[config.mk]
export PLATFORM = sky130hd
export DESIGN_NAME = m_seq_s2p
export DESIGN_NICKNAME = d
export VERILOG_FILES = /design/src/rtl/m_seq_s2p.sv
export SDC_FILE = /design/constraint.sdc
export NUM_CORES = 1
export LEC_CHECK = 0
export ABC_AREA = 1
export CORE_MARGIN = 2
export CORE_UTILIZATION = 52
export CTS_CLUSTER_DIAMETER = 200
export DETAILED_ROUTE_END_ITERATION = 16
export PLACE_DENSITY_LB_ADDON = 0.05
export SETUP_SLACK_MARGIN = 0.4
export SLEW_MARGIN = 5
export SYNTH_ARGS = -nofsm -noshare
export SYNTH_HDL_FRONTEND = slang
export SYNTH_SLANG_ARGS = --single-unit
export TNS_END_PERCENT = 100
[constraint.sdc]
create_clock -name clk -period 2.25 [get_ports clk]
set_input_delay 0.225 -clock clk [delete_from_list [all_inputs] [get_ports clk]]
set_output_delay 0.225 -clock clk [all_outputs]
set_load 0.1 [all_outputs]
[src/rtl/m_seq_s2p.sv]
// PRBS7 test-data source with a serial-to-parallel word builder for the QAM chain.
// One synchronized rising edge of gen_bit_req advances the LFSR and shifts its output bit in.
module m_seq_s2p #(
    parameter logic [6:0] SEED = 7'h7F
) (
    input  logic        clk,
    input  logic        rst_n,
    input  logic        gen_bit_req,
    input  logic [3:0]  parellel_width_cfg,
    output logic        m_seq_out,
    output logic        complete,
    output logic [15:0] parellel_output
);

    logic        s1, s2, d;
    logic        step;
    logic [6:0]  lfsr;
    logic [15:0] shift;
    logic [4:0]  count;
    logic [4:0]  width;
    logic [15:0] shift_nx;
    logic [4:0]  w_act;
    logic [4:0]  count_inc;
    logic        done;

    function automatic logic [15:0] width_mask(input logic [4:0] w);
        logic [16:0] m;
        m = (17'd1 << w) - 17'd1;
        return m[15:0];
    endfunction

    assign step      = s2 & ~d;
    assign m_seq_out = lfsr[6];

    // Width is sampled only at the first bit of a word so mid-word cfg changes are deferred.
    always_comb begin
        shift_nx  = {shift[14:0], lfsr[6]};
        w_act     = (count == 5'd0) ? ({1'b0, parellel_width_cfg} + 5'd1) : width;
        count_inc = count + 5'd1;
        done      = (count_inc == w_act);
    end

    always_ff @(posedge clk or negedge rst_n) begin
        if (!rst_n) begin
            s1              <= 1'b0;
            s2              <= 1'b0;
            d               <= 1'b0;
            lfsr            <= SEED;
            shift           <= 16'd0;
            count           <= 5'd0;
            width           <= 5'd0;
            parellel_output <= 16'd0;
            complete        <= 1'b0;
        end else begin
            s1       <= gen_bit_req;
            s2       <= s1;
            d        <= s2;
            complete <= 1'b0;
            if (step) begin
                lfsr  <= {lfsr[5:0], lfsr[6] ^ lfsr[5]};
                width <= w_act;
                if (done) begin
                    parellel_output <= shift_nx & width_mask(w_act);
                    complete        <= 1'b1;
                    count           <= 5'd0;
                    shift           <= 16'd0;
                end else begin
                    count <= count_inc;
                    shift <= shift_nx;
                end
            end
        end
    end

endmodule

## Word level (Yosys, flattened, before mapping)

Index checks and enable logic that the tools add are counted.

- Input port bits: 7
- Output and inout port bits: 18
- Register bits after elaboration: 52
- Logic and storage cells: 25

- Reduce and logical (&&, ||, !) cells: 2
- Bitwise operators: 4
- Shift operators: 1
- $add $sub $neg: 3
- Multiplexer cells: 5
- Eq/ne operators: 1

Operators by type and width:

| kind | count |
|---|---|
| 16-bit bitwise AND | 1 |
| 1-bit by 5-bit << shifter with 16-bit output (first input constant) | 1 |
| 16-bit by 1-bit subtractor with 16-bit output (second input constant) | 1 |
| 15-bit two-way mux | 1 |
| 5-bit two-way mux | 2 |
| 4-bit by 1-bit adder with 5-bit output (second input constant) | 1 |
| 5-bit by 1-bit adder with 5-bit output (second input constant) | 1 |
| 5-bit equality test | 1 |
| 5-bit zero test | 1 |
| 1-bit two-way mux | 2 |
| 2-bit AND reduction | 1 |
| 1-bit bitwise AND | 1 |
| 1-bit NOT | 1 |
| 1-bit bitwise XOR | 1 |

## Depth between registers and ports, before layout

- Depth in word-level cells: 5
- Mapped depth: 19
- Mapped depth without buffers: 19

## Least setup slack after synthesis

Ideal clock, no wire load.

- Path type: reg2reg
- From: reg count[0]
- To: reg parellel_output[14]
- Buffers on the path: 0
- Data required time: 2130 ps
- Slack: -48 ps
- Arrival: 2179 ps
- Period minus slack after synthesis: 2298 ps
- Library setup time: 120 ps
- Stages on the path, launching flop included: 17
- Path through: dfrtp_1 -> inv_1 -> ha_1 -> inv_1 -> nor2_2 -> nand2_4 -> nand2_1 -> o21ai_2 -> nor2_2 -> inv_1 -> nor2_1 -> inv_1 -> ha_1 -> nand4_1 -> o21ai_0 -> nand2_1 -> nand2_1

- Cells in the longest elaborated chain, start to end: 5
- Elaborated cells between the ends (all ways): 8
- Classes of those cells: 2 x add/sub; 1 x eq/ne; 1 x shift; 1 x mux; 1 x bitwise; 2 x reduce/logical

Ends and longest elaborated chain:

| item | line | text |
|---|---|---|
| from (decl) | 19 | `logic [4:0] count;` |
| from (signal assigned) | 68 | `count <= count_inc;` |
| 5-bit zero test | 38 | `w_act = (count == 5'd0) ? ({1'b0, parellel_width_cfg} + 5'd1) : width;` |
| 5-bit two-way mux | 38 |  |
| 1-bit by 5-bit << shifter with 16-bit output | 28 | `m = (17'd1 << w) - 17'd1;` |
| 16-bit by 1-bit subtractor with 16-bit output | 28 |  |
| 16-bit bitwise AND | 63 | `parellel_output <= shift_nx & width_mask(w_act);` |
| to (signal assigned) | 63 |  |
| to (decl) | 12 | `output logic [15:0] parellel_output` |

Parallel ways exist; a longest one is shown, timed or not.
A chain may end at the register's enable or synchronous reset.

## Worst setup path in the final report

- From: reg count[1]
- To: reg shift[4]

- Cells in the longest elaborated chain, start to end: 4
- Elaborated cells between the ends (all ways): 5
- Classes of those cells: 1 x add/sub; 1 x eq/ne; 2 x mux; 1 x reduce/logical

Ends and longest elaborated chain:

| item | line | text |
|---|---|---|
| parallel branches: the longest is 2 deep, another holds 5-bit by 1-bit adder with 5-bit output | - |  |
| 5-bit equality test * | 40 | `done = (count_inc == w_act);` |
| 15-bit two-way mux * | 62 | `if (done) begin` |
| to (signal assigned) | 69 | `shift <= shift_nx;` |
| to (decl) | 18 | `logic [15:0] shift;` |

Every way passes the cells marked *.

==> impl_metrics.env <==
export IMPL_run_status="finished, final reports clean"
export IMPL_arrival_ps=2350
export IMPL_cts_root_buf="sky130_fd_sc_hd__clkbuf_8"
export IMPL_chipWidth_um=76.5
export IMPL_drc=0
export IMPL_seq_area_frac_synth_pct=47.9
export IMPL_finalCritPeriodShare_pct=94.9
export IMPL_finalNonFillerCells=476
export IMPL_dieArea_mm2=0.00585
export IMPL_worstSetupPathType="flip-flop to flip-flop"
export IMPL_placement_io_buffers=24
export IMPL_initial_drc_count=224
export IMPL_fmaxAchievable_mhz=468
export IMPL_final_net_count=416
export IMPL_post_route_util_pct=72.6
export IMPL_rsz0062_at_grt="yes"
export IMPL_timing_worst_slew_pin_value_ps=877
export IMPL_cts_buffers_inserted=5
export IMPL_drt_pre_antenna_iters=4
export IMPL_tritoncts_clock_tree="done"
export IMPL_mappedNetlistNets=353
export IMPL_synth_cell_type_count=35
export IMPL_pin_count=25
export IMPL_place_detailed_hpwl_mm=4.63
export IMPL_final_area_mm2=0.00369
export IMPL_timing_hold_ws_ps=14.4
export IMPL_start_util_pct=53.8
export IMPL_placement_setup_worst_slack_ps=-97.8
export IMPL_synth_seq_cells=52
export IMPL_synth_main_ff_cell="sky130_fd_sc_hd__dfrtp_1"
export IMPL_post_drt_wl_per_cell_um=13.7
export IMPL_grt_antenna_before_repair=0
export IMPL_core_area_mm2=0.00507
export IMPL_totalNegativeSetupSlack_ps=0
export IMPL_path_delay_family="simple AND/OR/NAND/NOR gates"
export IMPL_cts_hold_fix_buffers=0
export IMPL_insertion_delay_ps=320
export IMPL_worst_path_buf_inv=4
export IMPL_totalPowerFinal_mw=5.63
export IMPL_required_worst_endpoint_ps=2460
export IMPL_critical_path_slowest_cell="sky130_fd_sc_hd__dfrtp_1"
export IMPL_cp_slowest_stage_delay_ps=390
export IMPL_grt_util_all_layers_pct=24.4
export IMPL_avgViaCountPerCell=5.08
export IMPL_residual_overflow_from_global_routing=0
export IMPL_critical_path_peak_fanout=8
export IMPL_powerDensity_mw_per_mm2=1530
export IMPL_floorplan_rows=26
export IMPL_cts_buffer_depth=2
export IMPL_synthArstFlopShare_pct=100
export IMPL_timing_final_ws_setup_ps=114
export IMPL_placedCellCount=452
export IMPL_die_height_um=76.5
export IMPL_setup_viol_count_final=0
export IMPL_timing_hold_worst_class="input pin to asynchronous set/reset pin"
export IMPL_placedInstanceArea_mm2=0.00328
export IMPL_critical_path_cell_chain="inv_2 -> ha_4 -> inv_2 -> nor2_4 -> nand2_4 -> o21ai_4 -> nand2_1 -> nand2_1 -> nand2_2 -> nor2_4 -> buf_6 -> nand2_4 -> buf_6 -> a22o_1"
export IMPL_worst_slew_margin_rel_pct=41.6
export IMPL_finalMaxSlewViolations=0
export IMPL_synth_warning_count=0
export IMPL_finalCriticalPeriod_ps=2140
export IMPL_route_vias_total=2416
export IMPL_grt_start_max_net_pins=41
export IMPL_timing_final_hold_violations=0
export IMPL_place_congestion=0.926
export IMPL_vias_in_the_first_global_route=2359
export IMPL_maxCapViolCount=0
export IMPL_power_leakage_nw=1.81
export IMPL_number_of_enable_type_register_cells_in_the_synthesized_netlist=0
export IMPL_netlist_instances=342
export IMPL_critical_path_startpoint_type="flip-flop"
export IMPL_wirelength_mm=6.51
export IMPL_worst_clock_skew_ps=16.5
export IMPL_fraction_of_final_layout_cells_with_drive_strength_greater_than_1_pct=36.5
export IMPL_cts_clk_slew_worst_paths_ps=110
export IMPL_flow_area_growth_from_synthesis_pct=34.9
export IMPL_h_tree_level_count=2
export IMPL_synthesis_area_mm2=0.00273
export IMPL_route_antenna_remaining_nets=0
export IMPL_vdd_drop_max_mv=0.912
export IMPL_syn_avg_cell_area_um2=7.99
export IMPL_clock_sinks=52
export IMPL_critPathCaptureType="flip-flop"
export IMPL_antenna_diode_count=0
export IMPL_grt_first_pass_wirelength_mm=11.4
cell type report:
type | count | area [um2]
clock buffers | 6 | 82.6
clock inverters | 2 | 38.8
fillers | 394 | 1390
inverters | 30 | 128
multi-input cells | 249 | 1450
flip-flops and latches | 52 | 1310
well taps | 70 | 87.6
repair buffers | 67 | 592
layer usage:
layer / wire, um / global-route usage (%) / part of all wire (%) / vias up
met5: 0 / 0 / 0 / -
met2: 3190 / 40.8 / 49 / 37
met4: 94 / 6.73 / 1.4 / 0
li1: - / - / - / 1231
met1: 2940 / 33.0 / 45 / 1142
met3: 282 / 3.91 / 4.3 / 6
flip-flops by register name (all words and copies together) (netlist names):
signal	count
parellel_output	16
s2	1
complete	1
width	5
shift	15
s1	1
lfsr	7
count	5
d	1
worst reg2reg max path, cell delays in order (launching register included):
cell	delay (ps)
sky130_fd_sc_hd__dfrtp_1	390
sky130_fd_sc_hd__inv_2	80
sky130_fd_sc_hd__ha_4	140
sky130_fd_sc_hd__inv_2	40
sky130_fd_sc_hd__nor2_4	120
sky130_fd_sc_hd__nand2_4	130
sky130_fd_sc_hd__o21ai_4	230
sky130_fd_sc_hd__nand2_1	70
sky130_fd_sc_hd__nand2_1	70
sky130_fd_sc_hd__nand2_2	70
sky130_fd_sc_hd__nor2_4	160
sky130_fd_sc_hd__buf_6	120
sky130_fd_sc_hd__nand2_4	80
sky130_fd_sc_hd__buf_6	160
sky130_fd_sc_hd__a22o_1	170
cells in the mapped netlist (2+ instances only):
cell type / instances / area, um2
sky130_fd_sc_hd__clkbuf_1: 4 / 15.0
sky130_fd_sc_hd__nor2_2: 3 / 18.8
sky130_fd_sc_hd__a21oi_1: 2 / 10.0
sky130_fd_sc_hd__nand2_1: 119 / 447
sky130_fd_sc_hd__o31ai_2: 3 / 37.5
sky130_fd_sc_hd__buf_6: 3 / 33.8
sky130_fd_sc_hd__o21ai_0: 24 / 120
sky130_fd_sc_hd__inv_2: 2 / 7.51
sky130_fd_sc_hd__ha_1: 4 / 50.1
sky130_fd_sc_hd__clkinv_1: 2 / 7.51
sky130_fd_sc_hd__o21ai_1: 3 / 15.0
sky130_fd_sc_hd__nand3b_1: 3 / 22.5
sky130_fd_sc_hd__nand4_1: 7 / 43.8
sky130_fd_sc_hd__nand2_2: 7 / 43.8
sky130_fd_sc_hd__dfstp_2: 7 / 184
sky130_fd_sc_hd__buf_1: 2 / 7.51
sky130_fd_sc_hd__inv_1: 26 / 97.6
sky130_fd_sc_hd__xor2_1: 3 / 26.3
sky130_fd_sc_hd__nor2_1: 22 / 82.6
sky130_fd_sc_hd__nor2_4: 2 / 22.5
sky130_fd_sc_hd__nand3_1: 32 / 160
sky130_fd_sc_hd__o21ai_2: 5 / 43.8
sky130_fd_sc_hd__dfrtp_1: 45 / 1130
cells by family after synthesis:
group                    count (synthesis)  synth area share [%]
AO/OA/AOI/OAI                           40                  9.07
AND/OR/NAND/NOR                        200                  32.6
adder cells (fa/ha/maj)                  4                  1.83
flip-flops                              52                  47.9
XOR/XNOR                                 5                  1.88
buffers and inverters                   41                  6.64
placed cells by master (no fill, tap or decap), drive strengths merged, types with 3 or more instances in the layout:
master	netlist	layout
buf	7	62
clkdlybuf4s50	0	5
dfstp	7	7
dfrtp	45	45
o31ai	3	3
nand4	7	7
inv	28	28
o21ai	32	32
clkinv	2	3
nand3b	3	3
nor2	27	27
nand3	34	34
nand2	127	127
ha	4	4
xor2	3	3
clkbuf	4	6
final timing paths:
path | startpoint | cells past startpoint | slack, ps | end
setup reg to reg | count[1] | 14 | 110 | shift[4]
hold reg to reg | s1 | 0 | 360 | s2
setup / recovery | count[1] | 14 | 110 | shift[4]
hold / removal | rst_n | 1 | 10 | parellel_output[4]
max in group asynchronous | rst_n | 2 | 1530 | shift[0]
min in group clk | gen_bit_req | 1 | 350 | s1
power by group:
group	switching [mW]	internal, mW
Sequential	0.166	1.13
Combinational	2.27	1.38
Clock	0.320	0.364
repair_timing:
item                       CTS  global route
gates cloned                 2             0
setup buffers               11             3
gates resized for setup     29             8
setup endpoints to repair   37            37
pin swaps                    9            12
(Power assumes the default switching activity.)
